**src/rtl/pq_arbiter.sv**
```systemverilog
// pq_pkg + pq_arbiter: round-robin front end that lets N_CLIENTS requesters
// share a single priority queue. One request is outstanding at a time.
//
// Optional feature: define PQ_ARB_STATS_EN to add saturating 32-bit
// completion counters (stat_enq, stat_deq, stat_err).
//
// Ports:
//   clk, rst              clock, asynchronous active-high reset
//   req_valid/op/kv       per-client request (op 0 = enqueue, 1 = dequeue)
//   req_ready             one-hot accept strobe, combinational, IDLE only
//   rsp_valid/id/kv/err   one-cycle completion pulse and its payload
//   pq_enq/pq_deq/pq_kvi  command pulses and enqueue data to the queue
//   pq_kvo/busy/full/empty queue head and status from the queue
//   stat_enq/deq/err      completion counters (PQ_ARB_STATS_EN only)

package pq_pkg;
  localparam int unsigned KEY_W = 8;
  localparam int unsigned VAL_W = 8;

  typedef struct packed {
    logic [KEY_W-1:0] key;
    logic [VAL_W-1:0] val;
  } kv_t;

  localparam logic [KEY_W-1:0] KEYINF   = '1;
  localparam kv_t              KV_EMPTY = '{key: KEYINF, val: '0};
endpackage

module pq_arbiter
  import pq_pkg::*;
#(
  parameter int unsigned N_CLIENTS = 4,
  parameter int unsigned ID_W      = $clog2(N_CLIENTS)
) (
  input  logic                  clk,
  input  logic                  rst,
  input  logic [N_CLIENTS-1:0]  req_valid,
  input  logic [N_CLIENTS-1:0]  req_op,
  input  kv_t  [N_CLIENTS-1:0]  req_kv,
  output logic [N_CLIENTS-1:0]  req_ready,
  output logic                  rsp_valid,
  output logic [ID_W-1:0]       rsp_id,
  output kv_t                   rsp_kv,
  output logic                  rsp_err,
  output logic                  pq_enq,
  output logic                  pq_deq,
  output kv_t                   pq_kvi,
  input  kv_t                   pq_kvo,
  input  logic                  pq_busy,
  input  logic                  pq_full,
  input  logic                  pq_empty
`ifdef PQ_ARB_STATS_EN
  ,
  output logic [31:0]           stat_enq,
  output logic [31:0]           stat_deq,
  output logic [31:0]           stat_err
`endif
);

  typedef enum logic [1:0] {IDLE, ISSUE, WAIT, RESP} state_t;

  state_t          state_q, state_d;
  logic [ID_W-1:0] rr_ptr_q, rr_ptr_d;
  logic            op_q, op_d;
  kv_t             kv_q, kv_d;
  logic [ID_W-1:0] rsp_id_q, rsp_id_d;
  kv_t             rsp_kv_q, rsp_kv_d;
  logic            rsp_err_q, rsp_err_d;
  logic            rsp_valid_q, rsp_valid_d;

  logic            gnt_found;
  logic [ID_W-1:0] gnt_idx;
  logic [ID_W-1:0] cand;

  // Round-robin search starting one past the last winner, wrapping.
  always_comb begin
    gnt_found = 1'b0;
    gnt_idx   = '0;
    cand      = '0;
    for (int unsigned i = 1; i <= N_CLIENTS; i++) begin
      cand = ID_W'((32'(rr_ptr_q) + i) % N_CLIENTS);
      if (!gnt_found && req_valid[cand]) begin
        gnt_found = 1'b1;
        gnt_idx   = cand;
      end
    end
  end

  // Next-state and command/strobe logic.
  always_comb begin
    state_d   = state_q;
    rr_ptr_d  = rr_ptr_q;
    op_d      = op_q;
    kv_d      = kv_q;
    rsp_id_d  = rsp_id_q;
    rsp_kv_d  = rsp_kv_q;
    rsp_err_d = rsp_err_q;
    req_ready = '0;
    pq_enq    = 1'b0;
    pq_deq    = 1'b0;

    unique case (state_q)
      IDLE: begin
        if (gnt_found) begin
          // Strobe is masked during reset so nothing looks accepted.
          req_ready[gnt_idx] = ~rst;
          rr_ptr_d  = gnt_idx;
          op_d      = req_op[gnt_idx];
          kv_d      = req_kv[gnt_idx];
          rsp_id_d  = gnt_idx;
          rsp_kv_d  = KV_EMPTY;
          rsp_err_d = 1'b0;
          state_d   = ISSUE;
        end
      end
      ISSUE: begin
        // Status flags are only trusted once the queue is idle.
        if (!pq_busy) begin
          if (op_q ? pq_empty : pq_full) begin
            rsp_err_d = 1'b1;
            state_d   = RESP;
          end else begin
            pq_enq  = ~op_q;
            pq_deq  = op_q;
            state_d = WAIT;
          end
        end
      end
      WAIT: begin
        if (!pq_busy) begin
          if (op_q) rsp_kv_d = pq_kvo;
          state_d = RESP;
        end
      end
      RESP: begin
        state_d = IDLE;
      end
      default: begin
        state_d = IDLE;
      end
    endcase

    rsp_valid_d = (state_d == RESP);
  end

  // State and payload registers.
  always_ff @(posedge clk or posedge rst) begin
    if (rst) begin
      state_q     <= IDLE;
      rr_ptr_q    <= ID_W'(N_CLIENTS - 1);
      op_q        <= 1'b0;
      kv_q        <= KV_EMPTY;
      rsp_id_q    <= '0;
      rsp_kv_q    <= KV_EMPTY;
      rsp_err_q   <= 1'b0;
      rsp_valid_q <= 1'b0;
    end else begin
      state_q     <= state_d;
      rr_ptr_q    <= rr_ptr_d;
      op_q        <= op_d;
      kv_q        <= kv_d;
      rsp_id_q    <= rsp_id_d;
      rsp_kv_q    <= rsp_kv_d;
      rsp_err_q   <= rsp_err_d;
      rsp_valid_q <= rsp_valid_d;
    end
  end

  assign pq_kvi    = kv_q;
  assign rsp_valid = rsp_valid_q;
  assign rsp_id    = rsp_id_q;
  assign rsp_kv    = rsp_kv_q;
  assign rsp_err   = rsp_err_q;

`ifdef PQ_ARB_STATS_EN
  localparam int unsigned STAT_W = 32;

  logic [STAT_W-1:0] stat_enq_q, stat_deq_q, stat_err_q;

  // Saturating completion counters, bumped once per response.
  always_ff @(posedge clk or posedge rst) begin
    if (rst) begin
      stat_enq_q <= '0;
      stat_deq_q <= '0;
      stat_err_q <= '0;
    end else if (state_q == RESP) begin
      if (rsp_err_q) begin
        if (stat_err_q != '1) stat_err_q <= stat_err_q + STAT_W'(1);
      end else if (op_q) begin
        if (stat_deq_q != '1) stat_deq_q <= stat_deq_q + STAT_W'(1);
      end else begin
        if (stat_enq_q != '1) stat_enq_q <= stat_enq_q + STAT_W'(1);
      end
    end
  end

  assign stat_enq = stat_enq_q;
  assign stat_deq = stat_deq_q;
  assign stat_err = stat_err_q;
`endif

endmodule

```
**config.mk**
```make
export PLATFORM = sky130hd
export DESIGN_NAME = pq_arbiter
export DESIGN_NICKNAME = d
export VERILOG_FILES = /design/src/rtl/pq_arbiter.sv
export SDC_FILE = /design/constraint.sdc
export NUM_CORES = 1
export LEC_CHECK = 0
export ABC_AREA = 1
export BUFFER_PORTS_ARGS = -buffer_cell sky130_fd_sc_hd__clkbuf_2
export CORE_UTILIZATION = 48
export CTS_CLUSTER_SIZE = 24
export DETAILED_ROUTE_END_ITERATION = 16
export GPL_ROUTABILITY_DRIVEN = 1
export GPL_TIMING_DRIVEN = 0
export HOLD_SLACK_MARGIN = 0.05
export PLACE_DENSITY = 0.84
export REMOVE_ABC_BUFFERS = 1
export SETUP_SLACK_MARGIN = 0.05
export SYNTH_ARGS = -nofsm -noshare
export SYNTH_HDL_FRONTEND = slang
export SYNTH_SLANG_ARGS = --single-unit
```
**constraint.sdc**
```tcl
create_clock -name clk -period 4.8 [get_ports clk]
set_input_delay 0.48 -clock clk [delete_from_list [all_inputs] [get_ports clk]]
set_output_delay 0.48 -clock clk [all_outputs]
set_load 0.01 [all_outputs]
```
==> results.py <==
metrics = {
    "power_and_ir_drop": {
        "power.share.combinational_pct": 65.5,
        "p_leak_nw": 2.01,
        "seqPwrFrac_pct": 24.1,
        "p_per_area_nw_per_um2": 823,
        "clockPowerShare_pct": 10.4,
        "swShare_pct": 53.0,
        "vdd_drop_max_uv": 383,
        "p_switching_mw": 1.47,
        "p_int_mw": 1.30,
    },
    "yosys": {
        "synthMuxAreaShare_pct": 0,
        "synth.most_common_cell": "nand2_1",
        "synth_edf_count": 0,
        "yosys.area_share.simple_pct": 47.2,
        "postSynth.asyncResetShare_pct": 100,
        "ys_seq_area_share_pct": 40.1,
        "synth_top_flop_cell": "dfrtp_1",
        "synth.cell_area_sq_um": 2610,
        "synthTopCellsByCount": "211 x nand2_1, 47 x nand3_1, 23 x dfrtp_1, 21 x nor2_1, 18 x dfstp_2",
        "synth_area_leaders": "nand2_1 30%, dfrtp_1 22%, dfstp_2 18%",
        "ys_ff_latch": 41,
        "ys_warn_count": 0,
        "synth_top_cell_area_share_pct": 30.3,
        "synth_top_family_by_area": "simple AND/OR/NAND/NOR gates",
        "synth_top_area_cell": "nand2_1",
        "synthXorXnorAreaFrac_pct": 0,
        "synthesis.instances": 404,
        "syn_area_per_cell_sq_um": 6.47,
        "synth_compound_area_share_pct": 4.65,
        "synth_adder_area_share_pct": 0,
        "yosysUniqueCellTypes": 26,
    },
    "place": {
        "dp_hpwl_um": 4830,
        "numPortBuffers": 134,
        "routabilityCongestion": 0.872,
        "postPlaceCellArea_sq_um": 3250,
    },
    "floorplan": {
        "die_w_um": 75.8,
        "die_y_um": 75.8,
        "design.core.area_sq_um": 5170,
        "dieArea_sq_um": 5740,
        "start_util_pct": 50.5,
        "rows": 26,
        "pin_count": 135,
    },
    "clock_tree": {
        "ctsResizeCount": 0,
        "ctsHoldBuffers": 0,
        "cts_buffers": 5,
        "clockBufferDepth": 2,
        "post-cts-setup-buffer-count": 0,
        "clk_latency_ns": 0.29,
        "clkTransAtPathRegs_ns": 0.08,
        "cts_tree": "done",
        "clock_sinks": 41,
        "htreeDepth": 2,
        "cts-root-buf": "clkbuf_8",
    },
    "route": {
        "routed_wl_um": 6760,
        "drc": 0,
        "dr.pass1.iters": 4,
        "vias": 2878,
        "drt-initial-drc-count": 102,
        "via_per_inst": 4.83,
        "postRouteAntennaNets": 0,
        "avgRoutedWirePerCell_um": 11.3,
    },
    "final_layout": {
        "areaGrowthSynthToFinish_pct": 29.0,
        "final_area_sq_um": 3370,
        "post-route-util_pct": 65.1,
        "antenna-diode-count": 0,
        "final_nets": 618,
        "n_fill_cell": 453,
        "drive_gt1_share_pct": 33.8,
    },
    "grt": {
        "grt_busiest_layer": "met2",
        "grt.met3_usage_pct": 4.10,
        "grt_pass1_wl_um": 10900,
        "grt.overflow.total": 0,
        "antenna_found_initial": 0,
        "grt_use_total_pct": 24.5,
        "grtUsageMet2_pct": 43.5,
        "grt_max_degree": 43,
        "grt_pass1_vias": 2540,
        "met1_usage_pct": 30.7,
    },
    "run_status": {
        "status": "finished clean",
    },
    "critical_path": {
        "worst_ep_arrival_time_ns": 3.23,
        "crit_type": "reg -> out",
        "endpoint_kind": "output pin",
        "cp_max_fo": 36,
        "cp-start-kind": "flip-flop",
        "crit_required_ns": 4.32,
    },
    "min_path": {
        "min_path_type": "in -> async",
    },
    "sta": {
        "max_slew_margin_pct": 26.9,
        "setup_viol": 0,
        "max_freq_mhz": 270,
        "setup-tns-final_ns": 0,
        "period_minus_slack_ns": 3.71,
        "slew_violations": 0,
        "fin_skew_ns": 0.00935,
        "post-route-period-util_pct": 77.2,
        "hold_viol_final": 0,
        "tightestPinTransition_ns": 1.10,
        "rsz0062_at_grt": "false",
    },
    "job": {
        "maxCapViolCount": 0,
    },
}
[final cells by class]
class | count | area, sq um | area share [%]
clock inverters | 2 | 37.5 | 1.11
clock buffers | 6 | 82.6 | 2.45
multi-input cells | 320 | 1350 | 40.2
repair buffers | 134 | 671 | 19.9
well taps | 70 | 87.6 | 2.60
inverters | 23 | 88.8 | 2.64
flip-flops and latches | 41 | 1050 | 31.1
[sequential cells by signal (all words and copies together), names as in the netlist]
register,count
op_q,1
rsp_valid,1
rr_ptr_q,2
state_q,2
pq_kvi,16
rsp_err,1
rsp_id,2
rsp_kv,16
[cells by family (layout without fill, tap and decap cells)]
logic type | Yosys count | count (layout)
AO/OA/AOI/OAI | 23 | 23
buffers and inverters | 43 | 165
AND/OR/NAND/NOR | 297 | 297
flip-flops | 41 | 41
[metal layers]
| layer | vias to the layer above | routed length [um] | part of all wire (%) |
|---|---|---|---|
| met2 | 98 | 3450 | 51 |
| met1 | 1276 | 2940 | 43 |
| met5 | - | 0 | 0 |
| met4 | 0 | 73 | 1.1 |
| met3 | 6 | 299 | 4.4 |
| li1 | 1498 | - | - |
[critical path, stage by stage, from the launching register on]
cell and delay (ns):
dfstp_2 0.64, nand2_1 0.07, nand2_1 0.11, nand2_1 0.06, nand2_1 0.11, clkinv_1 0.13, nand3_4 0.36, nand2_2 0.42
inv_2 0.45, nand2_1 0.18, nor3_1 0.22, clkbuf_2 0.16
[worst paths after layout]
kind	startpoint	to	slack, ns	cells after the start
setup reg to reg	rr_ptr_q[0]$_DFFE_PP1P_	rsp_kv[2]$_DFFE_PP0P_	1.83	11
setup / recovery	rr_ptr_q[0]$_DFFE_PP1P_	req_ready[2]	1.09	11
max in group asynchronous	rst	pq_kvi[0]$_DFFE_PP0P_	3.92	2
min in group clk	pq_kvo[14]	rsp_kv[14]$_DFFE_PP1P_	0.42	3
hold reg to reg	pq_kvi[13]$_DFFE_PP1P_	pq_kvi[13]$_DFFE_PP1P_	0.47	2
hold / removal	rst	rsp_id[0]$_DFFE_PP0P_	0.34	2
[per-stage QoR]
| stage | power (mW) | std cells | setup WS (ns) | hold slack (ns) |
|---|---|---|---|---|
| 2_1_floorplan | 1.97 | 384 | 1.98 | 0.474 |
| 3_3_place_gp | 2.44 | 588 | 1.42 | 0.456 |
| 3_5_place_dp | 2.49 | 588 | 1.36 | 0.458 |
| 4_1_cts | 2.79 | 596 | 1.03 | 0.380 |
| 5_1_grt | 3.11 | 596 | 0.770 | 0.414 |
| 6_report | 2.77 | 596 | 1.09 | 0.336 |
[power by group through the flow]
stage	clock [mW]	combinational (mW)	sequential, mW
after floorplan	0	1.24	0.731
after global placement	0	1.77	0.665
after detailed placement	0	1.82	0.671
after CTS	0.294	1.83	0.667
after global routing	0.310	2.10	0.691
final	0.289	1.82	0.668
[cell usage in the layout, fill, tap and decap left out, drive strengths merged]
cell type / count
nand2: 217
clkbuf: 140
nand3: 48
dfrtp: 23
nor2: 23
inv: 21
dfstp: 18
o21ai: 12
a21oi: 10
nor3: 6
clkinv: 2
and2: 2
a21boi: 1
nand4: 1
bufinv: 1
clkinvlp: 1
No activity file was read; power rests on OpenSTA's default activity.
